--- config.mk ---
export PLATFORM = sky130hd
export DESIGN_NAME = wb_arbiter
export DESIGN_NICKNAME = d
export VERILOG_FILES = /design/src/rtl/wb_arbiter_pkg.sv /design/src/rtl/wb_fifo.sv /design/src/rtl/wb_arbiter.sv
export SDC_FILE = /design/constraint.sdc
export NUM_CORES = 1
export LEC_CHECK = 0
export CORE_MARGIN = 4
export CORE_UTILIZATION = 50
export CTS_BUF_LIST = sky130_fd_sc_hd__clkbuf_4 sky130_fd_sc_hd__clkbuf_8
export DETAILED_ROUTE_END_ITERATION = 16
export PLACE_DENSITY = 0.7
export SETUP_SLACK_MARGIN = 0.2
export SLEW_MARGIN = 30
export SYNTH_ARGS = -nofsm -noshare
export SYNTH_HDL_FRONTEND = slang
export SYNTH_HIERARCHICAL = 1
export SYNTH_SLANG_ARGS = --single-unit
export TNS_END_PERCENT = 10
--- constraint.sdc ---
create_clock -name clk -period 21.1 [get_ports clk]
set_clock_uncertainty 0.2 [all_clocks]
set_input_delay 4.22 -clock clk [delete_from_list [all_inputs] [get_ports clk]]
set_output_delay 4.22 -clock clk [all_outputs]
set_load 0.03 [all_outputs]
--- src/rtl/wb_arbiter_pkg.sv ---
// Shared write-back definitions: register bus widths, load funct3 codes, the
// buffered result payload and the load alignment/extension helper.
package wb_arbiter_pkg;

    localparam int REG_W      = 32;
    localparam int REG_ADDR_W = 5;
    localparam int REG_NUM    = 32;

    typedef logic [REG_W-1:0]      reg_bus_t;
    typedef logic [REG_ADDR_W-1:0] reg_addr_t;

    localparam reg_bus_t ZERO_WORD = '0;

    localparam logic [2:0] F3_LB  = 3'b000;
    localparam logic [2:0] F3_LH  = 3'b001;
    localparam logic [2:0] F3_LW  = 3'b010;
    localparam logic [2:0] F3_LBU = 3'b100;
    localparam logic [2:0] F3_LHU = 3'b101;

    typedef struct packed {
        reg_addr_t rd;
        reg_bus_t  data;
    } wb_entry_t;

    // Codes outside the five load types fall through to a plain word load.
    function automatic reg_bus_t load_extend(input reg_bus_t word, input logic [2:0] funct3,
                                             input logic [1:0] off);
        reg_bus_t sh;
        sh = word >> {off, 3'b000};
        case (funct3)
            F3_LB:   load_extend = {{24{sh[7]}}, sh[7:0]};
            F3_LH:   load_extend = {{16{sh[15]}}, sh[15:0]};
            F3_LBU:  load_extend = {24'b0, sh[7:0]};
            F3_LHU:  load_extend = {16'b0, sh[15:0]};
            default: load_extend = sh;
        endcase
    endfunction

endpackage

--- src/rtl/wb_fifo.sv ---
// Synchronous FIFO buffering ALU results ahead of write-back; supports push and
// pop in the same cycle even when full, and a synchronous clear.
module wb_fifo #(
    parameter int DEPTH = 2,
    parameter int W     = 37
) (
    input  logic         clk,
    input  logic         rst,
    input  logic         clear,
    input  logic         push,
    input  logic         pop,
    input  logic [W-1:0] din,
    output logic         full,
    output logic         empty,
    output logic [W-1:0] head
);

    localparam int AW = $clog2(DEPTH);

    logic [W-1:0] mem_q [DEPTH];
    logic [AW:0]  wr_ptr_q, rd_ptr_q;
    logic         do_push, do_pop;

    assign empty   = (wr_ptr_q == rd_ptr_q);
    assign full    = (wr_ptr_q[AW-1:0] == rd_ptr_q[AW-1:0]) && (wr_ptr_q[AW] != rd_ptr_q[AW]);
    assign head    = mem_q[rd_ptr_q[AW-1:0]];
    assign do_push = push && (!full || pop);
    assign do_pop  = pop && !empty;

    always_ff @(posedge clk) begin
        if (rst || clear) begin
            wr_ptr_q <= '0;
            rd_ptr_q <= '0;
        end else begin
            if (do_push) wr_ptr_q <= wr_ptr_q + (AW+1)'(1);
            if (do_pop)  rd_ptr_q <= rd_ptr_q + (AW+1)'(1);
        end
    end

    // NOTE: storage is not reset; the pointers alone define which entries are valid.
    always_ff @(posedge clk) begin
        if (do_push && !clear) mem_q[wr_ptr_q[AW-1:0]] <= din;
    end

endmodule

--- src/rtl/wb_arbiter.sv ---
// Write-back arbiter: loads win over buffered ALU results, one regfile write per
// cycle, plus a per-register pending-write scoreboard. Optional WB_COMMIT_CNT_EN adds instret.
module wb_arbiter
    import wb_arbiter_pkg::*;
#(
    parameter int FIFO_DEPTH = 2,
    parameter int SB_CNT_W   = 2
) (
    input  logic        clk,
    input  logic        rst,
    input  logic        flush,
    input  logic        alu_valid,
    output logic        alu_ready,
    input  logic [4:0]  alu_rd,
    input  logic [31:0] alu_data,
    input  logic        ld_valid,
    input  logic [4:0]  ld_rd,
    input  logic [31:0] ld_data,
    input  logic [2:0]  ld_funct3,
    input  logic [1:0]  ld_off,
    input  logic        iss_valid,
    input  logic [4:0]  iss_rd,
    input  logic [4:0]  raddr1,
    input  logic [4:0]  raddr2,
    output logic        busy1,
    output logic        busy2,
    output logic        iss_full,
    output logic        sb_err,
    output logic        we,
    output logic [4:0]  waddr,
    output logic [31:0] wdata
`ifdef WB_COMMIT_CNT_EN
    ,
    output logic [63:0] instret
`endif
);

    localparam logic [SB_CNT_W-1:0] CNT_MAX = '1;

    wb_entry_t fifo_head, sel;
    logic      fifo_full, fifo_empty, fifo_push, fifo_pop;
    logic      sel_valid, commit;

    assign alu_ready = !fifo_full || flush;
    assign fifo_push = alu_valid && alu_ready && !flush;

    wb_fifo #(
        .DEPTH (FIFO_DEPTH),
        .W     ($bits(wb_entry_t))
    ) u_fifo (
        .clk   (clk),
        .rst   (rst),
        .clear (flush),
        .push  (fifo_push),
        .pop   (fifo_pop),
        .din   ({alu_rd, alu_data}),
        .full  (fifo_full),
        .empty (fifo_empty),
        .head  (fifo_head)
    );

    // NOTE: every signal driven here gets a default first so no latch is inferred.
    always_comb begin
        sel_valid = 1'b0;
        sel       = '0;
        fifo_pop  = 1'b0;
        if (!flush) begin
            if (ld_valid) begin
                sel_valid = 1'b1;
                sel.rd    = ld_rd;
                sel.data  = load_extend(ld_data, ld_funct3, ld_off);
            end else if (!fifo_empty) begin
                sel_valid = 1'b1;
                sel       = fifo_head;
                fifo_pop  = 1'b1;
            end
        end
    end

    assign commit = sel_valid && (sel.rd != '0);

    logic      we_q;
    reg_addr_t waddr_q;
    reg_bus_t  wdata_q;

    always_ff @(posedge clk) begin
        if (rst) begin
            we_q    <= 1'b0;
            waddr_q <= '0;
            wdata_q <= ZERO_WORD;
        end else begin
            we_q <= commit;
            if (sel_valid) begin
                waddr_q <= sel.rd;
                wdata_q <= sel.data;
            end
        end
    end

    assign we    = we_q;
    assign waddr = waddr_q;
    assign wdata = wdata_q;

    // Scoreboard: r0 never sees an increment or decrement, so its counter stays 0.
    logic [SB_CNT_W-1:0] cnt_q [REG_NUM];
    logic [SB_CNT_W-1:0] cnt_d [REG_NUM];
    logic                sb_err_q, sb_err_d;
    logic [REG_NUM-1:0]  inc_vec, dec_vec;

    assign inc_vec = (iss_valid && iss_rd != '0) ? (REG_NUM'(1) << iss_rd) : '0;
    assign dec_vec = commit ? (REG_NUM'(1) << sel.rd) : '0;

    always_comb begin
        cnt_d    = cnt_q;
        sb_err_d = sb_err_q;
        for (int i = 0; i < REG_NUM; i++) begin
            if (flush) begin
                cnt_d[i] = '0;
            end else if (inc_vec[i] && !dec_vec[i]) begin
                if (cnt_q[i] == CNT_MAX) sb_err_d = 1'b1;
                else                     cnt_d[i] = cnt_q[i] + SB_CNT_W'(1);
            end else if (dec_vec[i] && !inc_vec[i]) begin
                if (cnt_q[i] == '0) sb_err_d = 1'b1;
                else                cnt_d[i] = cnt_q[i] - SB_CNT_W'(1);
            end
        end
    end

    always_ff @(posedge clk) begin
        if (rst) begin
            for (int i = 0; i < REG_NUM; i++) cnt_q[i] <= '0;
            sb_err_q <= 1'b0;
        end else begin
            cnt_q    <= cnt_d;
            sb_err_q <= sb_err_d;
        end
    end

    assign busy1    = (raddr1 != '0) && (cnt_q[raddr1] != '0);
    assign busy2    = (raddr2 != '0) && (cnt_q[raddr2] != '0);
    assign iss_full = (cnt_q[iss_rd] == CNT_MAX);
    assign sb_err   = sb_err_q;

`ifdef WB_COMMIT_CNT_EN
    // Counts every selected result, rd==0 included; flush leaves it untouched.
    logic [63:0] instret_q;

    always_ff @(posedge clk) begin
        if (rst)            instret_q <= '0;
        else if (sel_valid) instret_q <= instret_q + 64'd1;
    end

    assign instret = instret_q;
`endif

endmodule

==> results.py <==
metrics = {
    "yosys": {
        "ys_top_cells_by_count": "sky130_fd_sc_hd__nor2_1, sky130_fd_sc_hd__nand2_1, sky130_fd_sc_hd__o21ai_0",
        "post_synth.cell_area_avg_um2": 8.60,
        "synth_top_cell_by_area": "sky130_fd_sc_hd__edfxtp_1",
        "synth.cell_area_mm2": 0.0114,
        "synth_top_flop_cell": "sky130_fd_sc_hd__dfxtp_1",
        "synthArstFlopShare_pct": 0,
        "synth_top_area_share_pct": 19.5,
        "synth_cell_types": 61,
        "post_synth_edffs": 74,
        "netlist_top_cells_area": "sky130_fd_sc_hd__edfxtp_1, sky130_fd_sc_hd__dfxtp_1, sky130_fd_sc_hd__ha_1, sky130_fd_sc_hd__nor2_1, sky130_fd_sc_hd__o21ai_0",
        "yosys_warnings": 6,
        "synth_most_common_cell": "sky130_fd_sc_hd__nor2_1",
        "postSynthCellCount": 1323,
        "total_of_flip_flops_plus_latches_after_synthesis": 182,
        "ys_seq_area_share_pct": 38.5,
    },
    "routing": {
        "maxUsedRoutingLayer": "met5",
        "number_of_violations_reported_at_the_end_of_detailed_routing_iteration_0": 1006,
        "met3_wirelength_um": 2990,
        "drc": 0,
        "post_drt_wl_per_cell_um": 21.5,
        "vias_per_cell": 6.07,
        "wirelength_met1_um": 15800,
        "finalWirelength_um": 36600,
        "wl_met2_um": 16300,
        "detailroute.via_count": 10400,
        "antenna_violating_nets_post_route": 0,
        "drt_first_pass_iters": 5,
    },
    "timing": {
        "rsz0062_at_grt": "false",
        "timing.setup.tns_ns": 0,
        "timing.final.crit_share_pct": 53.3,
        "hold_ws_ns": 0.298,
        "report.final.slew_viol_count": 0,
        "timing.final.crit_period_ns": 11.25,
        "report.final.setup_viol": 0,
        "fmaxAchievable_mhz": 88.9,
        "maxSlewHeadroom_pct": 32.7,
        "hold_viol_final": 0,
        "worst_slew_pin_slew_ns": 1.01,
    },
    "grt": {
        "groute.usage.overall_pct": 28.5,
        "grt_first_pass_wirelength_um": 56300,
        "grt_antenna_before_repair": 1,
        "grt-ovfl-total": 0,
        "first_global_vias": 9735,
        "grt_start_max_net_pins": 65,
    },
    "layout": {
        "final_nets": 1576,
        "layout-drive-gt1-share_pct": 8.77,
        "areaGrowthSynthToFinish_pct": 17.2,
        "num_antenna_cells": 0,
    },
    "power": {
        "static-leakage-power_nw": 4.60,
        "worst_ir_drop_vdd_mv": 0.0409,
        "p_total_mw": 0.740,
        "power_density_mw_per_mm2": 55.5,
    },
    "setup_path": {
        "required_arrival_time_at_the_worst_endpoint_ns": 16.68,
        "startpoint_type": "input pin",
        "worst_reg2reg_path_length_in_cells": 13,
        "r2r_start": "u_fifo/rd_ptr_q[0]",
        "rrSetupSlack_ns": 16.03,
        "critical_path_arrival_ns": 6.83,
        "worstSetupPathType": "in2out",
        "path_max_fanout": 18,
        "worstSetupEndpointType": "primary output",
        "end_of_the_worst_register_to_register_path": "sb_err",
    },
    "floorplanning": {
        "die_area_mm2": 0.0252,
        "floorplan.core_area_mm2": 0.0221,
        "floorplan.die.width_um": 159,
        "std_cell_rows": 54,
        "floorplan.io_pins": 143,
        "dieHeight_um": 159,
        "start_util_pct": 51.5,
    },
    "clock_network": {
        "clk_pin_slew_ns": 0.11,
        "cts_tree": "built",
        "h_tree_depth_reported_by_cts": 4,
        "cts_inserted_buffers": 17,
        "cts.hold.buffers_added": 0,
        "cts-resized-gates": 0,
        "post-cts-setup-buffer-count": 0,
        "clock_sinks": 182,
        "worstSkewPairLatency_ns": 0.49,
        "root_buffer": "sky130_fd_sc_hd__clkbuf_8",
        "cts_max_path_buffers": 2,
    },
    "min_path": {
        "source_of_the_worst_hold_timing_path": "wdata[7]",
        "min_to": "wdata[7]",
        "min_path_type": "reg2reg",
        "hold_path_depth": 2,
    },
    "placement": {
        "dp_hpwl_um": 27700,
        "gp_congestion": 1.03,
        "port_buffers": 142,
    },
    "outcome": {
        "status": "completed",
    },
    "job": {
        "timing.max_cap.violations": 0,
    },
}
## per-stage QoR
stage | instances | area (µm²) | util [%] | setup WS [ns]
floorplan | 1325 | 11400 | - | 10.95
global placement | 1673 | 12900 | 58.4 | 9.56
detailed placement | 1673 | 12900 | 58.4 | 9.86
CTS | 1705 | 13300 | 60.3 | 9.86
global route | 1705 | 13300 | 60.4 | 9.73
finish | 1705 | 13300 | 60.4 | 9.85
## routing by layer
| metal | global-route usage, % | up-vias |
|---|---|---|
| li1 | - | 4938 |
| met1 | 39.2 | 4910 |
| met2 | 43.9 | 428 |
| met3 | 6.40 | 74 |
| met4 | 11.4 | 2 |
| met5 | 0 | - |
## layout by cell type, fill, tap and decap left out, types with 17 or more instances in the layout
| master | n |
|---|---|
| sky130_fd_sc_hd__inv_1 | 51 |
| sky130_fd_sc_hd__nand3_1 | 38 |
| sky130_fd_sc_hd__nand2_1 | 130 |
| sky130_fd_sc_hd__nor2b_1 | 39 |
| sky130_fd_sc_hd__nand2b_1 | 24 |
| sky130_fd_sc_hd__edfxtp_1 | 74 |
| sky130_fd_sc_hd__clkdlybuf4s50_1 | 140 |
| sky130_fd_sc_hd__nor2_1 | 165 |
| sky130_fd_sc_hd__a21oi_1 | 85 |
| sky130_fd_sc_hd__nor4b_1 | 17 |
| sky130_fd_sc_hd__mux2_2 | 45 |
| sky130_fd_sc_hd__mux2i_1 | 21 |
| sky130_fd_sc_hd__ha_1 | 64 |
| sky130_fd_sc_hd__a31oi_1 | 21 |
| sky130_fd_sc_hd__nor3_1 | 47 |
| sky130_fd_sc_hd__clkbuf_8 | 17 |
| sky130_fd_sc_hd__o21ai_0 | 122 |
| sky130_fd_sc_hd__dfxtp_1 | 107 |
## worst max path at each step
stage	start	endpoint	depth (start not counted)
6_report	raddr2[2]	busy2	7
5_1_grt	raddr1[0]	busy1	5
2_1_floorplan	iss_rd[0]	iss_full	6
3_5_place_dp	raddr1[4]	busy1	6
3_3_place_gp	iss_rd[0]	iss_full	6
4_1_cts	raddr1[4]	busy1	6
## worst max-delay path: stages
cell and delay, ns:
sky130_fd_sc_hd__clkdlybuf4s50_1 0.73, sky130_fd_sc_hd__nor3_1 0.28, sky130_fd_sc_hd__a21oi_1 0.06, sky130_fd_sc_hd__mux4_2 0.49
sky130_fd_sc_hd__mux2_2 0.28, sky130_fd_sc_hd__a22o_1 0.18, sky130_fd_sc_hd__clkdlybuf4s50_1 0.59
## cell type report
| cell class | instances | area, µm² |
|---|---|---|
| inverter | 51 | 191 |
| sequential | 182 | 4390 |
| tap | 280 | 350 |
| clock inverter | 15 | 194 |
| timing repair buffer | 152 | 1490 |
| clock buffer | 17 | 234 |
| multi-input combinational | 1008 | 6490 |
| fill | 2000 | 8760 |
## registers in the layout, summed over array words and instances (netlist names), named ones only
signal,flops
cnt_q,64
sb_err,1
u_fifo/mem_q,74
u_fifo/rd_ptr_q,2
u_fifo/wr_ptr_q,2
waddr,5
wdata,32
we,1
## logic make-up after synthesis
logic type               count (synthesis)  share of synthesized area, %
AND/OR/NAND/NOR                        517                          21.7
AO/OA/AOI/OAI                          340                          18.6
buffers and inverters                  135                          4.76
multiplexers                            80                          9.07
XOR/XNOR                                 3                         0.297
flip-flops                             182                          38.5
other                                    2                        0.0660
adder cells (fa/ha/maj)                 64                          7.04
## report_power, final
| part | total [mW] | internal, mW | switching (mW) |
|---|---|---|---|
| registers | 0.378 | 0.374 | 0.00429 |
| clock network | 0.250 | 0.0931 | 0.157 |
| logic | 0.112 | 0.0483 | 0.0639 |
Power figures use the tool's default switching activity.
